<file path="config.mk">
export PLATFORM = sky130hd
export DESIGN_NAME = step_controller
export DESIGN_NICKNAME = d
export VERILOG_FILES = /design/src/rtl/step_controller_pkg.sv /design/src/rtl/step_watchdog.sv /design/src/rtl/step_controller.sv
export SDC_FILE = /design/constraint.sdc
export NUM_CORES = 1
export LEC_CHECK = 0
export CORE_MARGIN = 2
export CORE_UTILIZATION = 35
export CTS_CLUSTER_SIZE = 12
export DETAILED_ROUTE_END_ITERATION = 8
export GPL_TIMING_DRIVEN = 0
export MAX_ROUTING_LAYER = met4
export PLACE_DENSITY = 0.64
export SLEW_MARGIN = 20
export SYNTH_ARGS = -nofsm -noshare
export SYNTH_HDL_FRONTEND = slang
export SYNTH_SLANG_ARGS = --single-unit
</file>
<file path="constraint.sdc">
create_clock -name clk -period 4 [get_ports clk]
set_clock_uncertainty 0.05 [all_clocks]
set_input_delay 0.6 -clock clk [delete_from_list [all_inputs] [get_ports clk]]
set_output_delay 0.6 -clock clk [all_outputs]
set_load 0.01 [all_outputs]
</file>
<file path="src/rtl/step_controller_pkg.sv">
// Shared types for the step controller: state and mode encodings, command
// pulse bundle with its priority decode, and watchdog defaults.
package step_controller_pkg;

    localparam int unsigned DEF_STEP_CNT_W  = 8;
    localparam int unsigned DEF_WDOG_W      = 16;
    localparam int unsigned DEF_WDOG_LIMIT  = 32'h0000_FFFF;

    typedef enum logic [2:0] {
        ST_IDLE   = 3'd0,
        ST_CLEAR  = 3'd1,
        ST_EXEC   = 3'd2,
        ST_HALTED = 3'd3,
        ST_ABORT  = 3'd4
    } state_t;

    typedef enum logic [1:0] {
        MODE_TCK  = 2'd0,
        MODE_SXR  = 2'd1,
        MODE_TEST = 2'd2
    } exec_mode_t;

    // Raw one-cycle command pulses from the decoder
    typedef struct packed {
        logic abort;
        logic clear;
        logic halt;
        logic test;
        logic sxr;
        logic tck;
    } cmd_pulses_t;

    typedef enum logic [2:0] {
        CMD_NONE        = 3'd0,
        CMD_CLEAR_ABORT = 3'd1,
        CMD_ABORT       = 3'd2,
        CMD_CLEAR       = 3'd3,
        CMD_HALT        = 3'd4,
        CMD_TEST        = 3'd5,
        CMD_SXR         = 3'd6,
        CMD_TCK         = 3'd7
    } cmd_e;

    // Reduce same-cycle pulses to the single winning command.
    // Clear+abort is kept as its own code because the decoder issues the pair.
    function automatic cmd_e decode_cmd(input cmd_pulses_t p);
        cmd_e c;
        c = CMD_NONE;
        if (p.abort && p.clear) c = CMD_CLEAR_ABORT;
        else if (p.abort)       c = CMD_ABORT;
        else if (p.clear)       c = CMD_CLEAR;
        else if (p.halt)        c = CMD_HALT;
        else if (p.test)        c = CMD_TEST;
        else if (p.sxr)         c = CMD_SXR;
        else if (p.tck)         c = CMD_TCK;
        return c;
    endfunction

endpackage

</file>
<file path="src/rtl/step_watchdog.sv">
// Handshake watchdog: counts cycles spent in CLEAR/EXEC/ABORT, restarts on
// every state entry, freezes in HALTED, and raises a sticky timeout flag.
module step_watchdog
    import step_controller_pkg::*;
#(
    parameter int unsigned WDOG_W     = DEF_WDOG_W,
    parameter int unsigned WDOG_LIMIT = DEF_WDOG_LIMIT
) (
    input  logic   clk,
    input  logic   reset_n,
    input  state_t state,
    input  state_t state_n,
    output logic   expire_c,
    output logic   timeout_err
);

    logic [WDOG_W-1:0] cnt;
    logic              run;
    logic              entry;

    assign run      = (state == ST_CLEAR) || (state == ST_EXEC) || (state == ST_ABORT);
    assign entry    = (state_n != state);
    // Fires on the cycle whose closing edge would make the count reach the limit
    assign expire_c = run && (cnt == WDOG_W'(WDOG_LIMIT - 1));

    always_ff @(posedge clk or negedge reset_n) begin
        if (!reset_n) begin
            cnt <= '0;
        end else if (entry) begin
            cnt <= '0;
        end else if (run) begin
            cnt <= cnt + WDOG_W'(1);
        end
    end

    always_ff @(posedge clk or negedge reset_n) begin
        if (!reset_n) begin
            timeout_err <= 1'b0;
        end else if (state_n == ST_CLEAR && state != ST_CLEAR) begin
            timeout_err <= 1'b0;
        end else if (expire_c) begin
            timeout_err <= 1'b1;
        end
    end

endmodule

</file>
<file path="src/rtl/step_controller.sv">
// Test-engine sequencer: turns decoder command pulses into clear/exec
// handshakes, with halt/resume and abort. Optional watchdog: STEP_CTRL_WATCHDOG_EN.
module step_controller
    import step_controller_pkg::*;
#(
    parameter int unsigned STEP_CNT_W = DEF_STEP_CNT_W,
    parameter int unsigned WDOG_W     = DEF_WDOG_W,
    parameter int unsigned WDOG_LIMIT = DEF_WDOG_LIMIT
) (
    input  logic                  clk,
    input  logic                  reset_n,
    input  logic                  request_clear_mem,
    input  logic                  go_step_tck,
    input  logic                  go_step_sxr,
    input  logic                  go_step_test,
    input  logic                  test_halt,
    input  logic                  test_abort,
    output logic                  mem_clear_req,
    input  logic                  mem_clear_done,
    output logic                  exec_req,
    output logic [1:0]            exec_mode,
    output logic                  exec_halt,
    output logic                  exec_abort,
    input  logic                  exec_done,
    input  logic                  exec_idle,
    output logic                  step_done,
    output logic                  cmd_rejected,
    output logic                  busy,
    output logic [2:0]            state_o,
    output logic [STEP_CNT_W-1:0] step_count,
    output logic                  timeout_err
);

    state_t                state, state_n;
    exec_mode_t            mode, mode_n;
    logic                  pending_clear, pending_clear_n;
    logic [STEP_CNT_W-1:0] count_n;
    logic                  done_n;
    logic                  rej_n;
    logic                  expire_c;
    cmd_e                  cmd;

    assign cmd = decode_cmd('{abort: test_abort, clear: request_clear_mem, halt: test_halt,
                              test: go_step_test, sxr: go_step_sxr, tck: go_step_tck});

`ifdef STEP_CTRL_WATCHDOG_EN
    step_watchdog #(
        .WDOG_W     (WDOG_W),
        .WDOG_LIMIT (WDOG_LIMIT)
    ) u_watchdog (
        .clk         (clk),
        .reset_n     (reset_n),
        .state       (state),
        .state_n     (state_n),
        .expire_c    (expire_c),
        .timeout_err (timeout_err)
    );
`else
    logic unused_wdog_params;
    assign unused_wdog_params = ^{WDOG_W, WDOG_LIMIT};
    assign expire_c           = 1'b0;
    assign timeout_err        = 1'b0;
`endif

    always_ff @(posedge clk or negedge reset_n) begin
        if (!reset_n) begin
            state         <= ST_IDLE;
            mode          <= MODE_TCK;
            pending_clear <= 1'b0;
        end else begin
            state         <= state_n;
            mode          <= mode_n;
            pending_clear <= pending_clear_n;
        end
    end

    always_comb begin
        state_n         = state;
        mode_n          = mode;
        pending_clear_n = pending_clear;
        count_n         = step_count;
        done_n          = 1'b0;
        rej_n           = 1'b0;

        unique case (state)
            ST_IDLE: begin
                case (cmd)
                    CMD_CLEAR_ABORT,
                    CMD_CLEAR: state_n = ST_CLEAR;
                    CMD_HALT:  rej_n   = 1'b1;
                    CMD_TEST: begin
                        state_n = ST_EXEC;
                        mode_n  = MODE_TEST;
                    end
                    CMD_SXR: begin
                        state_n = ST_EXEC;
                        mode_n  = MODE_SXR;
                    end
                    CMD_TCK: begin
                        state_n = ST_EXEC;
                        mode_n  = MODE_TCK;
                    end
                    default: ;
                endcase
            end

            // A clear is never aborted; abort pulses here are simply dropped
            ST_CLEAR: begin
                if (mem_clear_done || expire_c) state_n = ST_IDLE;
                if (cmd == CMD_CLEAR || cmd == CMD_HALT || cmd == CMD_TEST ||
                    cmd == CMD_SXR || cmd == CMD_TCK) begin
                    rej_n = 1'b1;
                end
            end

            ST_EXEC: begin
                if (cmd == CMD_ABORT || cmd == CMD_CLEAR_ABORT) begin
                    state_n         = ST_ABORT;
                    pending_clear_n = (cmd == CMD_CLEAR_ABORT);
                end else if (expire_c) begin
                    state_n         = ST_ABORT;
                    pending_clear_n = 1'b0;
                end else if (exec_done) begin
                    state_n = ST_IDLE;
                    done_n  = 1'b1;
                    count_n = step_count + STEP_CNT_W'(1);
                    rej_n   = (cmd != CMD_NONE);
                end else if (cmd == CMD_HALT && mode == MODE_TEST) begin
                    state_n = ST_HALTED;
                end else begin
                    rej_n = (cmd != CMD_NONE);
                end
            end

            ST_HALTED: begin
                if (cmd == CMD_ABORT || cmd == CMD_CLEAR_ABORT) begin
                    state_n         = ST_ABORT;
                    pending_clear_n = (cmd == CMD_CLEAR_ABORT);
                end else if (exec_done) begin
                    state_n = ST_IDLE;
                    done_n  = 1'b1;
                    count_n = step_count + STEP_CNT_W'(1);
                    rej_n   = (cmd != CMD_NONE);
                end else if (cmd == CMD_TEST) begin
                    state_n = ST_EXEC;
                end else begin
                    rej_n = (cmd != CMD_NONE);
                end
            end

            // Wait for the engine to drain; a queued clear follows the abort
            ST_ABORT: begin
                if (expire_c) begin
                    state_n         = ST_IDLE;
                    pending_clear_n = 1'b0;
                end else if (exec_idle) begin
                    state_n = (pending_clear || cmd == CMD_CLEAR || cmd == CMD_CLEAR_ABORT)
                              ? ST_CLEAR : ST_IDLE;
                    pending_clear_n = 1'b0;
                end else if (cmd == CMD_CLEAR || cmd == CMD_CLEAR_ABORT) begin
                    pending_clear_n = 1'b1;
                end
                if (cmd == CMD_HALT || cmd == CMD_TEST || cmd == CMD_SXR || cmd == CMD_TCK) begin
                    rej_n = 1'b1;
                end
            end

            default: begin
                state_n         = ST_IDLE;
                pending_clear_n = 1'b0;
            end
        endcase

        if (state_n == ST_CLEAR && state != ST_CLEAR) count_n = '0;
    end

    // Outputs are registered from the next-state decode so they align with state
    always_ff @(posedge clk or negedge reset_n) begin
        if (!reset_n) begin
            mem_clear_req <= 1'b0;
            exec_req      <= 1'b0;
            exec_mode     <= 2'd0;
            exec_halt     <= 1'b0;
            exec_abort    <= 1'b0;
            step_done     <= 1'b0;
            cmd_rejected  <= 1'b0;
            busy          <= 1'b0;
            state_o       <= 3'd0;
            step_count    <= '0;
        end else begin
            mem_clear_req <= (state_n == ST_CLEAR);
            exec_req      <= (state_n == ST_EXEC) || (state_n == ST_HALTED);
            exec_mode     <= mode_n;
            exec_halt     <= (state_n == ST_HALTED);
            exec_abort    <= (state_n == ST_ABORT);
            step_done     <= done_n;
            cmd_rejected  <= rej_n;
            busy          <= (state_n != ST_IDLE);
            state_o       <= state_n;
            step_count    <= count_n;
        end
    end

endmodule

</file>
==> results of run 1 <==
[state kept, by name (all words and copies together) (netlist names)]
register / count
cmd_rejected: 1
exec_req: 1
pending_clear: 1
exec_mode: 2
mem_clear_req: 1
exec_halt: 1
step_count: 8
busy: 1
step_done: 1
state_o: 3
exec_abort: 1
[cells by family after synthesis]
kind of cell	after synthesis	share of synthesized area [%]
AOI/OAI and AO/OA	23	18.0
DFF	21	48.4
xor gates and xnor gates	7	5.65
adders and majority gates	1	1.15
other	1	0.346
and+or+nand+nor	46	22.6
buffers and inverters	8	3.81
[worst max-delay path by stage]
stage,start,end,cells past startpoint
after floorplan,request_clear_mem,busy,5
after global placement,exec_idle,busy,5
after detailed placement,exec_idle,busy,5
after CTS,state_o[2],state_o[2],1
after global routing,state_o[2],state_o[2],1
final,state_o[2],state_o[2],1
[stage by stage]
step	instance area, µm²	power [mW]	utilization (%)	hold slack (ns)
3_3_place_gp	1420	0.422	47.2	0.453
3_5_place_dp	1420	0.423	47.2	0.450
4_1_cts	1440	0.525	48.0	0.484
2_1_floorplan	1080	0.340	-	0.254
5_1_grt	1440	0.552	47.9	0.211
6_report	1440	0.515	47.9	0.189
[cell usage after synthesis]
cell and number:
a211oi_1 2, or3b_4 1, nor2b_1 3, or2_1 1, nand2_1 10, a2111oi_4 1
inv_2 1, o21ai_0 5, o311ai_1 1, and2_1 1, a21oi_1 4, buf_4 2
a32oi_1 1, o31ai_1 1, dfrtp_1 21, o211ai_1 1, a22o_1 1, or3_1 1
and3_1 1, nor3_2 1, ha_1 1, o311ai_4 1, xor2_1 3, nand3b_1 1
nor3_1 5, a21oi_2 1, nor4b_2 1, nand4_1 3, o21ai_1 2, conb_1 1
nand3_1 2, xnor2_1 4, o32a_1 1, nand4bb_1 1, inv_1 2, nor2_1 13
o21bai_2 1, nand2b_1 1, buf_2 3
[cells in the final DEF, fill, tap and decap left out, drive strengths merged, types with 2 or more instances in the layout]
cell | Yosys | routed
xor2 | 3 | 3
o21ai | 7 | 7
nor3 | 6 | 6
buf | 5 | 6
o311ai | 2 | 2
xnor2 | 4 | 4
clkbuf | 0 | 4
nor2b | 3 | 3
a21oi | 5 | 5
a211oi | 2 | 2
dfrtp | 21 | 21
nand2 | 10 | 10
inv | 3 | 3
clkdlybuf4s50 | 0 | 28
nor2 | 13 | 13
nand4 | 3 | 3
nand3 | 2 | 2
[power groups by stage]
stage / clock network [mW] / logic [mW] / registers (mW)
after floorplan: 0 / 0.0733 / 0.267
after global placement: 0 / 0.165 / 0.256
after detailed placement: 0 / 0.167 / 0.256
after CTS: 0.105 / 0.168 / 0.252
after global routing: 0.115 / 0.181 / 0.256
final: 0.0989 / 0.165 / 0.252
[routing by layer]
metal	up-vias	part of all wire [%]	GRT usage (%)
met4	0	2.3	7.30
met5	-	0	-
li1	440	-	-
met2	29	47	24.7
met1	437	46	17.0
met3	7	5.3	3.25
[area by class of cell]
type,instances,share of cell area [%]
inverters,3,0.783
flip-flops and latches,21,36.6
repair buffers,29,19.8
plain buffers,5,2.09
well taps,33,2.87
clock buffers,4,1.83
multi-input cells,78,36.0
==> flow_summary.json, run 1 <==
{
  "rsz0062_at_grt": "no",
  "die_w_um": 59.7,
  "cts_tree": "yes",
  "finalWirelength_mm": 2.26,
  "peakVddDrop_mv": 0.212,
  "dpl.cell_count": 169,
  "grt_use_total_pct": 14.9,
  "p_seq_share_pct": 48.9,
  "power_density_mw_per_mm2": 358,
  "routed-via-count": 913,
  "cp-start-kind": "flip-flop",
  "cts_buffers": 3,
  "cts-htree-levels": 1,
  "regArea_um2": 526,
  "yosysSeqAreaShare_pct": 48.4,
  "crit_buf_inv": 1,
  "finalWeightedCongestion": 0.898,
  "via_per_inst": 5.28,
  "grt_pass1_vias": 937,
  "clkTransAtPathRegs_ns": 0.12,
  "status": "completed",
  "r2r_cells": 4,
  "fin_setup_tns_ns": 0,
  "antenna_left": 0,
  "first_iter_violations": 18,
  "drive_above_1_share_pct": 12.1,
  "cts.sinks": 21,
  "fin_crit_sh_pct": 50.2,
  "cp.arrival_ns": 1.36,
  "nNetsFinal": 153,
  "syn_to_final_growth_pct": 32.5,
  "clk_latency_ns": 0.29,
  "core.rowCount": 20,
  "synth_fp_nets": 119,
  "start_util_pct": 36.1,
  "finalHoldViolations": 0,
  "ios": 32,
  "final_cells": 173,
  "die_h_um": 59.7,
  "tightestPinTransition_ns": 0.598,
  "slew_headroom_pct": 60.1,
  "ys_types": 39,
  "syn-cell-area_mm2": 0.00108,
  "diodes": 0,
  "fin_crit_ns": 2.01,
  "setup_viol": 0,
  "yosys_warnings": 0,
  "dieArea_mm2": 0.00356,
  "gr-total-overflow": 0,
  "switchingPower_uw": 156,
  "synth_area_per_cell_um2": 10.1,
  "power_leakage_nw": 0.602,
  "cap_violations": 0,
  "p_int_uw": 359,
  "synth_largest_area_cell": "dfrtp_1",
  "ys_ff_latch": 21,
  "cts_hold_buf": 0,
  "crit_slowest_cell": "clkdlybuf4s50_1",
  "setup_ws_ns": 1.99,
  "drc": 0,
  "cts-root-buf": "clkbuf_4",
  "n_fill_cell": 297,
  "power.share.switching_pct": 30.2,
  "worst_r2r_startpoint": "state_o[2]",
  "multiInputGateArea_um2": 518,
  "firstDrtPassIters": 4,
  "cpLargestDelayFamily": "buffers and inverters",
  "grt_start_max_net_pins": 22,
  "p_comb_share_pct": 31.9,
  "post-cts-setup-buffer-count": 0,
  "cp_cell_sequence": "clkdlybuf4s50_1",
  "r2r_slack_ns": 2.32,
  "path_class": "flip-flop to output pin",
  "setup.worst_path.end_class": "output pin",
  "dp_hpwl_mm": 1.75,
  "cp_max_fo": 5,
  "wl_per_cell_um": 13.1,
  "reg2reg_to": "state_o[0]",
  "required_ns": 3.35,
  "antenna_found_initial": 0,
  "fmax_mhz": 498,
  "grt_first_pass_wirelength_mm": 3.93,
  "fp.coreArea_mm2": 0.00300,
  "ctsResizeCount": 0,
  "place_ws_ns": 1.68,
  "hold_path.class": "input port to async pin",
  "pwr-share-clk_pct": 19.2,
  "synth_top_area_share_pct": 48.4,
  "cp_slowest_stage_delay_ns": 0.58,
  "synth_cells": 107,
  "slew_violations": 0,
  "ctsLongestPathBuffers": 2,
  "synth.area.top_cells": "dfrtp_1 (48%), nor2_1 (4.5%), nand2_1 (3.5%)",
  "io_buffers": 29
}
(Power assumes the default switching activity.)
==> run 2, diff against run 1 <==
Settings changed: PLACE_DENSITY 0.64 to 0.67.
Clock period 4 ns to 1.7 ns, I/O delays scaled along.
==> flow_summary.json, run 2 (synthesis gave the netlist of run 1 again) <==
{
  "antenna_left": 0,
  "p_seq_share_pct": 47.9,
  "final_common_cell": "clkdlybuf4s50_1",
  "fin_setup_tns_ns": 0,
  "fmax_mhz": 617,
  "reg_top3": "step_count (8), state_o (3), exec_mode (2)",
  "cp_cell_sequence": "clkdlybuf4s50_1",
  "cp-start-kind": "flip-flop",
  "r2r_slack_ns": 0.10,
  "wl_per_cell_um": 12.9,
  "antenna_found_initial": 0,
  "first_iter_violations": 25,
  "largest_reg_flops": 8,
  "via_per_inst": 5.14,
  "clk_latency_ns": 0.31,
  "grt_pass1_vias": 869,
  "cts.sinks": 21,
  "required_ns": 1.39,
  "r2r_cells": 4,
  "cts-root-buf": "clkbuf_4",
  "mostFrequentLayoutCells": "clkdlybuf4s50_1 (28), dfrtp_1 (20), nor2_1 (13)",
  "grt_first_pass_wirelength_mm": 3.86,
  "slew_violations": 0,
  "reg2reg_to": "state_o[0]",
  "cp.arrival_ns": 1.32,
  "cp_slowest_stage_delay_ns": 0.55,
  "holdWs_ns": 0.243,
  "final_cells": 174,
  "worst_r2r_startpoint": "state_o[0]",
  "path_class": "flip-flop to output pin",
  "fin_crit_ns": 1.62,
  "grt_start_max_net_pins": 22,
  "p_total_mw": 1.24,
  "cts-htree-levels": 1,
  "die_h_um": 59.7,
  "drc": 0,
  "dp_hpwl_mm": 1.70,
  "grt_use_total_pct": 14.8,
  "p_int_uw": 848,
  "pwr-share-clk_pct": 20.5,
  "peakVddDrop_mv": 0.568,
  "dpl.cell_count": 169,
  "fin_crit_sh_pct": 95.3,
  "firstDrtPassIters": 4,
  "power_leakage_nw": 0.603,
  "power.share.switching_pct": 31.6,
  "cts_tree": "yes",
  "ctsLongestPathBuffers": 2,
  "cp_max_fo": 5,
  "clkTransAtPathRegs_ns": 0.13,
  "setup_viol": 0,
  "start_util_pct": 36.1,
  "hold_end": "pending_clear",
  "crit_buf_inv": 1,
  "finalWirelength_mm": 2.25,
  "hold_depth": 3,
  "io_buffers": 29,
  "gr-total-overflow": 0,
  "cap_violations": 0,
  "setup.worst_path.end_class": "output pin",
  "switchingPower_uw": 392,
  "syn_to_final_growth_pct": 34.4,
  "n_fill_cell": 310,
  "wl_met1_mm": 1.06,
  "power_density_mw_per_mm2": 851,
  "top_register": "step_count",
  "status": "completed",
  "nNetsFinal": 154,
  "dieArea_mm2": 0.00356,
  "diodes": 0,
  "wl_met3_um": 114,
  "ios": 32,
  "die_w_um": 59.7,
  "hold_path.class": "input port to flip-flop",
  "finalHoldViolations": 0,
  "tightestPinTransition_ns": 0.574,
  "min_from": "request_clear_mem",
  "cpLargestDelayFamily": "buffers and inverters",
  "post-route-util_pct": 48.5,
  "fp.coreArea_mm2": 0.00300,
  "slew_headroom_pct": 61.7,
  "core.rowCount": 20,
  "met2_length_mm": 1.07,
  "crit_slowest_cell": "clkdlybuf4s50_1",
  "finalWeightedCongestion": 0.841,
  "post-cts-setup-buffer-count": 0,
  "p_comb_share_pct": 31.6,
  "rsz0062_at_grt": "no",
  "top_layer": "met4",
  "drive_above_1_share_pct": 14.2,
  "cts_buffers": 3,
  "routed-via-count": 894
}
-- run 2: power by group through the flow --
stage | logic, mW | registers (mW) | clock network (mW)
after floorplan | 0.172 | 0.628 | 0
after global routing | 0.430 | 0.601 | 0.282
final | 0.392 | 0.593 | 0.254
after global placement | 0.389 | 0.603 | 0
after CTS | 0.394 | 0.594 | 0.261
after detailed placement | 0.391 | 0.605 | 0
-- run 2: area by class of cell --
type / instances / area [µm²] / share of cell area (%)
timing repair buffer: 30 / 295 / 20.3
sequential: 21 / 527 / 36.1
tap: 33 / 41.3 / 2.83
inverter: 3 / 11.3 / 0.773
buffer: 5 / 30.0 / 2.06
clock inverter: 1 / 7.51 / 0.515
multi-input combinational: 78 / 523 / 35.9
clock buffer: 3 / 22.5 / 1.55
-- run 2: worst max path at each step --
stage	startpoint	endpoint	slack, ns	cells after the start
CTS	step_count[0]	step_count[0]	0.07	1
finish	state_o[2]	state_o[2]	0.08	1
detailed placement	test_abort	step_count[6]	-0.23	6
global route	step_count[2]	step_count[2]	0.009	1
floorplan	state_o[2]	busy	0.22	5
global placement	exec_idle	busy	-0.23	5
-- run 2: metrics by stage --
stage	worst slack, ns	cell area [µm²]
finish	0.0791	1460
global route	0.00883	1460
CTS	0.0677	1450
detailed placement	-0.227	1420
global placement	-0.230	1420
floorplan	0.220	1080
-- run 2: per-layer routing --
layer / GRT usage (%) / up-vias
met4: 6.03 / 0
met5: - / -
met3: 2.60 / 2
met1: 18.4 / 420
li1: - / 448
met2: 23.8 / 24
-- run 2: timing repair --
action,in CTS,in global routing
gates cloned,0,0
endpoints found under the setup margin,1,3
pin swaps,0,1
gates resized for setup,1,1
endpoints found under the hold margin,0,21
hold buffers,0,1
==> run 3, diff against run 2 <==
Settings changed: PLACE_DENSITY 0.67 to 0.64.
Clock period 1.7 ns to 1.59 ns, I/O delays scaled along.
==> flow_summary.json, run 3 (synthesis gave the netlist of run 1 again) <==
{
  "status": "completed",
  "drive_above_1_share_pct": 18.1,
  "setup_viol": 0,
  "clkTransAtPathRegs_ns": 0.11,
  "largest_reg_flops": 8,
  "finalHoldViolations": 0,
  "required_ns": 1.73,
  "routed-via-count": 943,
  "cp.arrival_ns": 1.68,
  "final_common_cell": "clkdlybuf4s50_1",
  "dpl.cell_count": 169,
  "r2r_slack_ns": 0.05,
  "antenna_found_initial": 0,
  "cts-root-buf": "clkbuf_4",
  "crit_start": "go_step_test",
  "finalWeightedCongestion": 0.898,
  "grt_use_total_pct": 15.4,
  "power_leakage_nw": 0.736,
  "peakVddDrop_mv": 0.486,
  "start_util_pct": 36.1,
  "grt_first_pass_wirelength_mm": 4.05,
  "ctsLongestPathBuffers": 2,
  "endpoint": "busy",
  "fmax_mhz": 648,
  "slew_violations": 0,
  "cp-start-kind": "input port",
  "crit_slowest_cell": "clkdlybuf4s50_1",
  "drc": 0,
  "met2_length_mm": 1.16,
  "cp_max_fo": 6,
  "wl_per_cell_um": 13.0,
  "core.rowCount": 20,
  "cap_violations": 0,
  "io_buffers": 29,
  "grt_start_max_net_pins": 22,
  "cp_slowest_stage_delay_ns": 0.53,
  "path_depth": 4,
  "fp.coreArea_mm2": 0.00300,
  "dieArea_mm2": 0.00356,
  "path_class": "input port to flip-flop",
  "setup.worst_path.end_class": "flip-flop",
  "mostFrequentLayoutCells": "clkdlybuf4s50_1 (22), dfrtp_1 (20), nor2_1 (13)",
  "wl_met1_mm": 1.07,
  "grt_pass1_vias": 959,
  "fin_crit_ns": 1.54,
  "crit_buf_inv": 1,
  "diodes": 0,
  "cpLargestDelayFamily": "buffers and inverters",
  "power_density_mw_per_mm2": 863,
  "reg_top3": "step_count (8), state_o (3), exec_mode (2)",
  "firstDrtPassIters": 4,
  "cts_tree": "yes",
  "finalWirelength_mm": 2.36,
  "top_register": "step_count",
  "ios": 32,
  "syn_to_final_growth_pct": 42.8,
  "via_per_inst": 5.18,
  "hold_path.class": "input port to flip-flop",
  "die_w_um": 59.7,
  "worst_r2r_startpoint": "state_o[1]",
  "cts.sinks": 21,
  "cts_buffers": 3,
  "cp_cell_sequence": "clkdlybuf4s50_1 > o311ai_4 > o21ai_1 > or3_1",
  "wl_met3_um": 122,
  "rsz0062_at_grt": "yes",
  "gr-total-overflow": 0,
  "antenna_left": 0,
  "nNetsFinal": 162,
  "cts-htree-levels": 1,
  "first_iter_violations": 20,
  "post-route-util_pct": 51.6,
  "final_cells": 182,
  "clk_latency_ns": 0.29,
  "dp_hpwl_mm": 1.75,
  "r2r_cells": 5,
  "fin_crit_sh_pct": 97.1,
  "reg2reg_to": "cmd_rejected",
  "die_h_um": 59.7,
  "top_layer": "met4"
}
-- run 3: what timing repair did --
item / CTS / global route
endpoints found under the setup margin: 6 / 13
hold buffers: 0 / 1
buffers inserted: 5 / 3
pin swaps: 1 / 1
gates resized for setup: 1 / 10
hold endpoints to repair: 0 / 21
-- run 3: tightest hold or removal path, cell delays in order --
cell      delay, ns
buf_4          0.15
a21oi_1        0.12
a211oi_1       0.06
-- run 3: worst min path at each step --
| stage | startpoint | to | slack (ns) | cells past startpoint |
|---|---|---|---|---|
| after floorplan | reset_n | busy | -0.11 | 0 |
| after global placement | exec_mode[0] | exec_mode[0] | 0.45 | 2 |
| after detailed placement | exec_mode[1] | exec_mode[1] | 0.45 | 1 |
| after CTS | request_clear_mem | pending_clear | 0.24 | 3 |
| after global routing | request_clear_mem | exec_mode[0] | 0.26 | 3 |
| final | request_clear_mem | pending_clear | 0.25 | 3 |
-- run 3: power by group --
| group | internal, mW | switching [mW] | total, mW |
|---|---|---|---|
| Combinational | 0.236 | 0.218 | 0.454 |
| Sequential | 0.597 | 0.0354 | 0.632 |
| Clock | 0.0975 | 0.153 | 0.250 |
| Total | 0.930 | 0.407 | 1.34 |
-- run 3: metrics by stage --
stage          setup slack [ns]  total power [mW]  hold WS [ns]  area [µm²]   TNS (ns)
5_1_grt               -0.000265              1.42         0.258        1550  -0.000265
3_5_place_dp             -0.370              1.06         0.450        1420      -3.52
3_3_place_gp             -0.326              1.06         0.453        1420      -3.29
2_1_floorplan             0.110             0.856        -0.107        1080          0
6_report                 0.0456              1.34         0.248        1550          0
4_1_cts                 0.00153              1.34         0.242        1480          0
-- run 3: layer usage --
layer / vias to the layer above / track usage (%)
li1: 459 / -
met1: 458 / 17.6
met2: 24 / 25.6
met3: 2 / 3.25
met4: 0 / 7.30
met5: - / -
-- run 3: layout make-up --
cell class	count	area, µm²
Tap cell	33	41.3
Timing Repair Buffer	38	370
Fill cell	290	1450
Buffer	5	32.5
Multi-Input combinational cell	78	541
Clock buffer	4	26.3
Inverter	3	11.3
Sequential cell	21	527
==> patch 1, RTL diff (flow settings as in run 2) <==
Change the package constant `DEF_STEP_CNT_W` from 8 to 7.
--- a/src/rtl/step_controller_pkg.sv
+++ b/src/rtl/step_controller_pkg.sv
@@ -2,7 +2,7 @@
 // pulse bundle with its priority decode, and watchdog defaults.
 package step_controller_pkg;
 
-    localparam int unsigned DEF_STEP_CNT_W  = 8;
+    localparam int unsigned DEF_STEP_CNT_W  = 7;
     localparam int unsigned DEF_WDOG_W      = 16;
     localparam int unsigned DEF_WDOG_LIMIT  = 32'h0000_FFFF;
 
Ports: changed (resized step_count); port bits go from 32 to 31. The function was not compared with the original's and may differ.
==> patch 1 against run 2 <==
Area after synthesis shrank 8.3%; highest routed layer unchanged; cell area fell by 0.86%; sequential cell count decreased by 1; the flow now finishes with violations (negative setup slack); power is 8.1% higher; setup slack worse by 0.11 ns; first-iteration DRC count fell by 40%; cell count decreased by 6.3%; wire length down 2.6%.
==> patch 1: results <==
export IMPL_timing_critical_path_arrival_ns=1.87
export IMPL_clockBufferDepth=2
export IMPL_nFillCells=244
export IMPL_synthAdderAreaFrac_pct=1.26
export IMPL_post_synth_xor_area_fraction_pct=5.28
export IMPL_timing_hold_worst_start="request_clear_mem"
export IMPL_worstPathMaxFanout=5
export IMPL_global_route_wire_length_before_repair_mm=3.52
export IMPL_ys_flop_type="sky130_fd_sc_hd__dfrtp_1"
export IMPL_avgRoutedWirePerCell_um=13.5
export IMPL_leakagePower_nw=0.643
export IMPL_setup_viol=2
export IMPL_synth_seq_area_share_pct=50.3
export IMPL_post_place_ws_ns=-0.438
export IMPL_root_buf_cell="sky130_fd_sc_hd__clkbuf_4"
export IMPL_hpwl_mm=1.55
export IMPL_synth_distinct_cells=39
export IMPL_grt_max_degree=21
export IMPL_htree_levels=1
export IMPL_syn_num_nets=107
export IMPL_drv_slew=0
export IMPL_synth_compound_gate_area_share_pct=11.2
export IMPL_maximum_single_stage_delay_on_the_critical_path_ns=0.54
export IMPL_synth_cells_most_frequent="sky130_fd_sc_hd__dfrtp_1, sky130_fd_sc_hd__nor2_1, sky130_fd_sc_hd__nand2_1, sky130_fd_sc_hd__xor2_1"
export IMPL_drt_total_wl_mm=2.19
export IMPL_postLayoutSetupSlackWorst_ns=-0.0275
export IMPL_fp_coreArea_mm2=0.00273
export IMPL_netSwitchingPower_w=0.000354
export IMPL_firstDrtPassIters=4
export IMPL_clk_pin_slew_ns=0.11
export IMPL_synthArstFlopShare_pct=100
export IMPL_hold_ws_ns=0.229
export IMPL_post_dp_cell_area_mm2=0.00132
export IMPL_hold_removal_path_class="input pin to flip-flop"
export IMPL_number_of_antenna_violations_at_the_first_check_in_global_routing=0
export IMPL_top_regs="step_count (7), state_o (3), exec_mode (2)"
export IMPL_reg2reg_slack_ns=-0.03
export IMPL_max_vdd_ir_drop_mv=0.653
export IMPL_grt_usage_pct=14.6
export IMPL_cp_slowest_cell="sky130_fd_sc_hd__or4_4"
export IMPL_cp_startpoint="state_o[0]"
export IMPL_yosys_top_cells_area="sky130_fd_sc_hd__dfrtp_1, sky130_fd_sc_hd__nor2_1, sky130_fd_sc_hd__xor2_1"
export IMPL_buffer_ports_inserted=28
export IMPL_number_of_global_route_vias_before_repair=782
export IMPL_drive_gt1_share_pct=19.7
export IMPL_gp_congestion=0.877
export IMPL_layout_net_count=145
export IMPL_antenna_cells=0
export IMPL_cts_made_buffers=3
export IMPL_violations="negative setup slack"
export IMPL_synth_warning_count=0
export IMPL_clk_latency_ns=0.29
export IMPL_syn_avg_cell_area_um2=10.5
export IMPL_synth_area_mux_share_pct=2.52
export IMPL_total_negative_slack_ns=-0.0286
export IMPL_max_slew_worst_pin_slew_ns=0.884
export IMPL_dr_total_vias=821
export IMPL_initialDrtViolationCount=15
export IMPL_status="finished with violations"
==> patch 1: cell count changes after synthesis, sizes merged, moves of 3 or more <==
cell / change
a21oi: -3
o21ai: -3
nor3: -4
nand2: -3
nor2: +3
xnor2: -3
==> patch 1: worst max-delay path: cells and delay by family (launching register included) <==
| kind | cells | cell delay (ns) |
|---|---|---|
| and+or+nand+nor | 3 | 0.85 |
| DFF | 1 | 0.43 |
| muxes | 1 | 0.29 |
==> patch 1: repair_timing <==
item	in CTS	in global routing
pin swaps	3	4
setup endpoints to repair	9	12
buffers inserted	4	1
gates resized for setup	5	8
==> patch 1: worst paths after layout <==
kind | to | cells after the start
worst max register to register | exec_mode[0] | 4
max in group asynchronous | state_o[2] | 1
worst min-delay path | pending_clear | 3
worst max-delay path | exec_mode[0] | 4
worst min register to register | step_count[6] | 2
min in group asynchronous | step_done | 1
==> patch 1: power by group through the flow <==
stage	Sequential, W	Combinational (W)	Clock [W]
floorplan	0.000623	0.000130	0
global placement	0.000606	0.000332	0
detailed placement	0.000610	0.000337	0
CTS	0.000582	0.000382	0.000397
global route	0.000590	0.000415	0.000416
finish	0.000581	0.000382	0.000378
==> patch 1: layout make-up <==
| type | instances | area, um^2 | area share [%] |
|---|---|---|---|
| clock inverter | 1 | 30.0 | 2.08 |
| inverter | 3 | 11.3 | 0.779 |
| timing repair buffer | 33 | 318 | 22.0 |
| sequential | 20 | 504 | 34.9 |
| buffer | 4 | 37.5 | 2.60 |
| tap | 31 | 38.8 | 2.68 |
| multi-input combinational | 68 | 483 | 33.4 |
| clock buffer | 3 | 22.5 | 1.56 |
==> patch 1: routing by layer <==
layer	share of wire (%)	GRT usage (%)	vias up
li1	-	-	412
met1	48	19.1	381
met2	46	22.2	26
met3	5.0	2.95	2
met4	0.87	5.98	0
met5	0	-	-
==> patch 2, RTL diff (config.mk and constraints of run 2) <==
Made on the original files. Reset style: synchronous (`reset_n`), changed in 2 clocked blocks.
--- a/src/rtl/step_controller.sv
+++ b/src/rtl/step_controller.sv
@@ -62,7 +62,7 @@
     assign timeout_err        = 1'b0;
 `endif
 
-    always_ff @(posedge clk or negedge reset_n) begin
+    always_ff @(posedge clk) begin
         if (!reset_n) begin
             state         <= ST_IDLE;
             mode          <= MODE_TCK;
@@ -175,7 +175,7 @@
     end
 
     // Outputs are registered from the next-state decode so they align with state
-    always_ff @(posedge clk or negedge reset_n) begin
+    always_ff @(posedge clk) begin
         if (!reset_n) begin
             mem_clear_req <= 1'b0;
             exec_req      <= 1'b0;
Formal check against the unedited RTL: differs if reset_n is asserted again (counterexample within 4 cycles, from zero or initial values and one cycle with reset_n low); with reset_n held inactive, the same outputs for 10 cycles.
==> patch 2 against run 2 <==
Wire length up 1.9%; area after synthesis decreased by 5.2%; cell count up 2.3%; sequential cell count unchanged; setup slack got worse by 0.0054 ns; cell area shrank 4.6%; critical path type unchanged.
Power is not compared: it rests on default switching activity, and its combinational part moved more than twofold at a synthesized area within 25%.
==> patch 2: results <==
export IMPL_status="complete, no violations"
export IMPL_drive_gt1_share_pct=13.6
export IMPL_post_place_cells=174
export IMPL_synthArstFlopShare_pct=0
export IMPL_syn_inst=114
export IMPL_synth_seq_area_share_pct=40.9
export IMPL_grt_usage_pct=14.9
export IMPL_synth_area_mux_share_pct=0.973
export IMPL_ys_flop_type="sky130_fd_sc_hd__dfxtp_1"
export IMPL_viasPerCell=5.15
export IMPL_clk_pin_slew_ns=0.12
export IMPL_synth_compound_gate_area_share_pct=14.1
export IMPL_drt_total_wl_mm=2.29
export IMPL_initialDrtViolationCount=17
export IMPL_max_slew_worst_pin_slew_ns=0.521
export IMPL_post_layout_instance_count_excluding_filler_cells=178
export IMPL_hpwl_mm=1.76
export IMPL_synth_distinct_cells=38
export IMPL_layout_net_count=160
export IMPL_nFillCells=280
export IMPL_global_route_wire_length_before_repair_mm=3.79
export IMPL_post_dp_cell_area_mm2=0.00136
export IMPL_post_synth_xor_area_fraction_pct=5.11
export IMPL_yosys_top_cells_area="sky130_fd_sc_hd__dfxtp_1, sky130_fd_sc_hd__nor2_1, sky130_fd_sc_hd__a21oi_1"
export IMPL_maximum_single_stage_delay_on_the_critical_path_ns=0.58
export IMPL_grt_max_degree=13
export IMPL_gp_congestion=0.862
export IMPL_syn_num_nets=126
export IMPL_number_of_global_route_vias_before_repair=818
export IMPL_synthAdderAreaFrac_pct=1.22
## patch 2: cell count changes after synthesis, moves of 3 or more
| cell | before | now |
|---|---|---|
| sky130_fd_sc_hd__a21oi_1 | 4 | 9 |
| sky130_fd_sc_hd__dfrtp_1 | 21 | 0 |
| sky130_fd_sc_hd__dfxtp_1 | 0 | 21 |
| sky130_fd_sc_hd__nor2_1 | 13 | 17 |
| sky130_fd_sc_hd__nor4b_1 | 0 | 3 |
| sky130_fd_sc_hd__o21ai_0 | 5 | 2 |
## patch 2: area by class of cell
| type | instances | area (um^2) | area share (%) |
|---|---|---|---|
| clock buffers | 3 | 22.5 | 1.62 |
| flip-flops and latches | 21 | 425 | 30.6 |
| clock inverters | 1 | 5.00 | 0.360 |
| well taps | 31 | 38.8 | 2.79 |
| plain buffers | 6 | 38.8 | 2.79 |
| multi-input cells | 87 | 569 | 41.0 |
| repair buffers | 29 | 290 | 20.9 |
## patch 2: cells by family after synthesis
family | after synthesis
adders and majority gates | 1
DFF | 21
buffers and inverters | 6
xor gates and xnor gates | 6
and+or+nand+nor | 58
other | 1
AOI/OAI and AO/OA | 20
muxes | 1
## patch 2: routing by layer
metal,track usage [%],up-vias,part of all wire (%)
li1,-,483,-
met1,20.0,415,51
met2,22.6,15,45
met3,2.68,4,2.9
met4,5.32,0,1.4
met5,-,-,0
## patch 2: metrics by stage
step | setup WS [ns] | hold WS [ns] | utilization, %
after global routing | 0.0142 | 0.320 | 50.0
after global placement | -0.218 | 0.406 | 48.8
after floorplan | 0.323 | 0.327 | -
after detailed placement | -0.198 | 0.414 | 48.8
after CTS | 0.0115 | 0.282 | 49.9
final | 0.0737 | 0.283 | 50.0
## patch 2: final timing paths
| path | cells past startpoint | slack (ns) | endpoint | from |
|---|---|---|---|---|
| min | 3 | 0.28 | exec_mode[0] | request_clear_mem |
| min reg2reg | 2 | 0.43 | exec_mode[0] | exec_mode[0] |
| max | 1 | 0.07 | step_count[2] | step_count[2] |
| max reg2reg | 5 | 0.20 | state_o[0] | state_o[0] |
## patch 2: what timing repair did
action | CTS | global route
endpoints found under the hold margin | 0 | 0
pin swaps | 0 | 0
resized for setup | 2 | 2
setup endpoints to repair | 2 | 2
buffers inserted | 0 | 0
## patch 2: worst min-delay path, stage by stage
cell and delay (ns):
sky130_fd_sc_hd__buf_2 0.17, sky130_fd_sc_hd__or3_1 0.13, sky130_fd_sc_hd__a21boi_1 0.05
## patch 2: power breakdown
part | leakage (nW) | switching, W | internal [W]
Combinational | 0.291 | 0.0000656 | 0.0000711
Sequential | 0.172 | 0.00000962 | 0.000505
Clock | 0.0177 | 0.000160 | 0.0000879
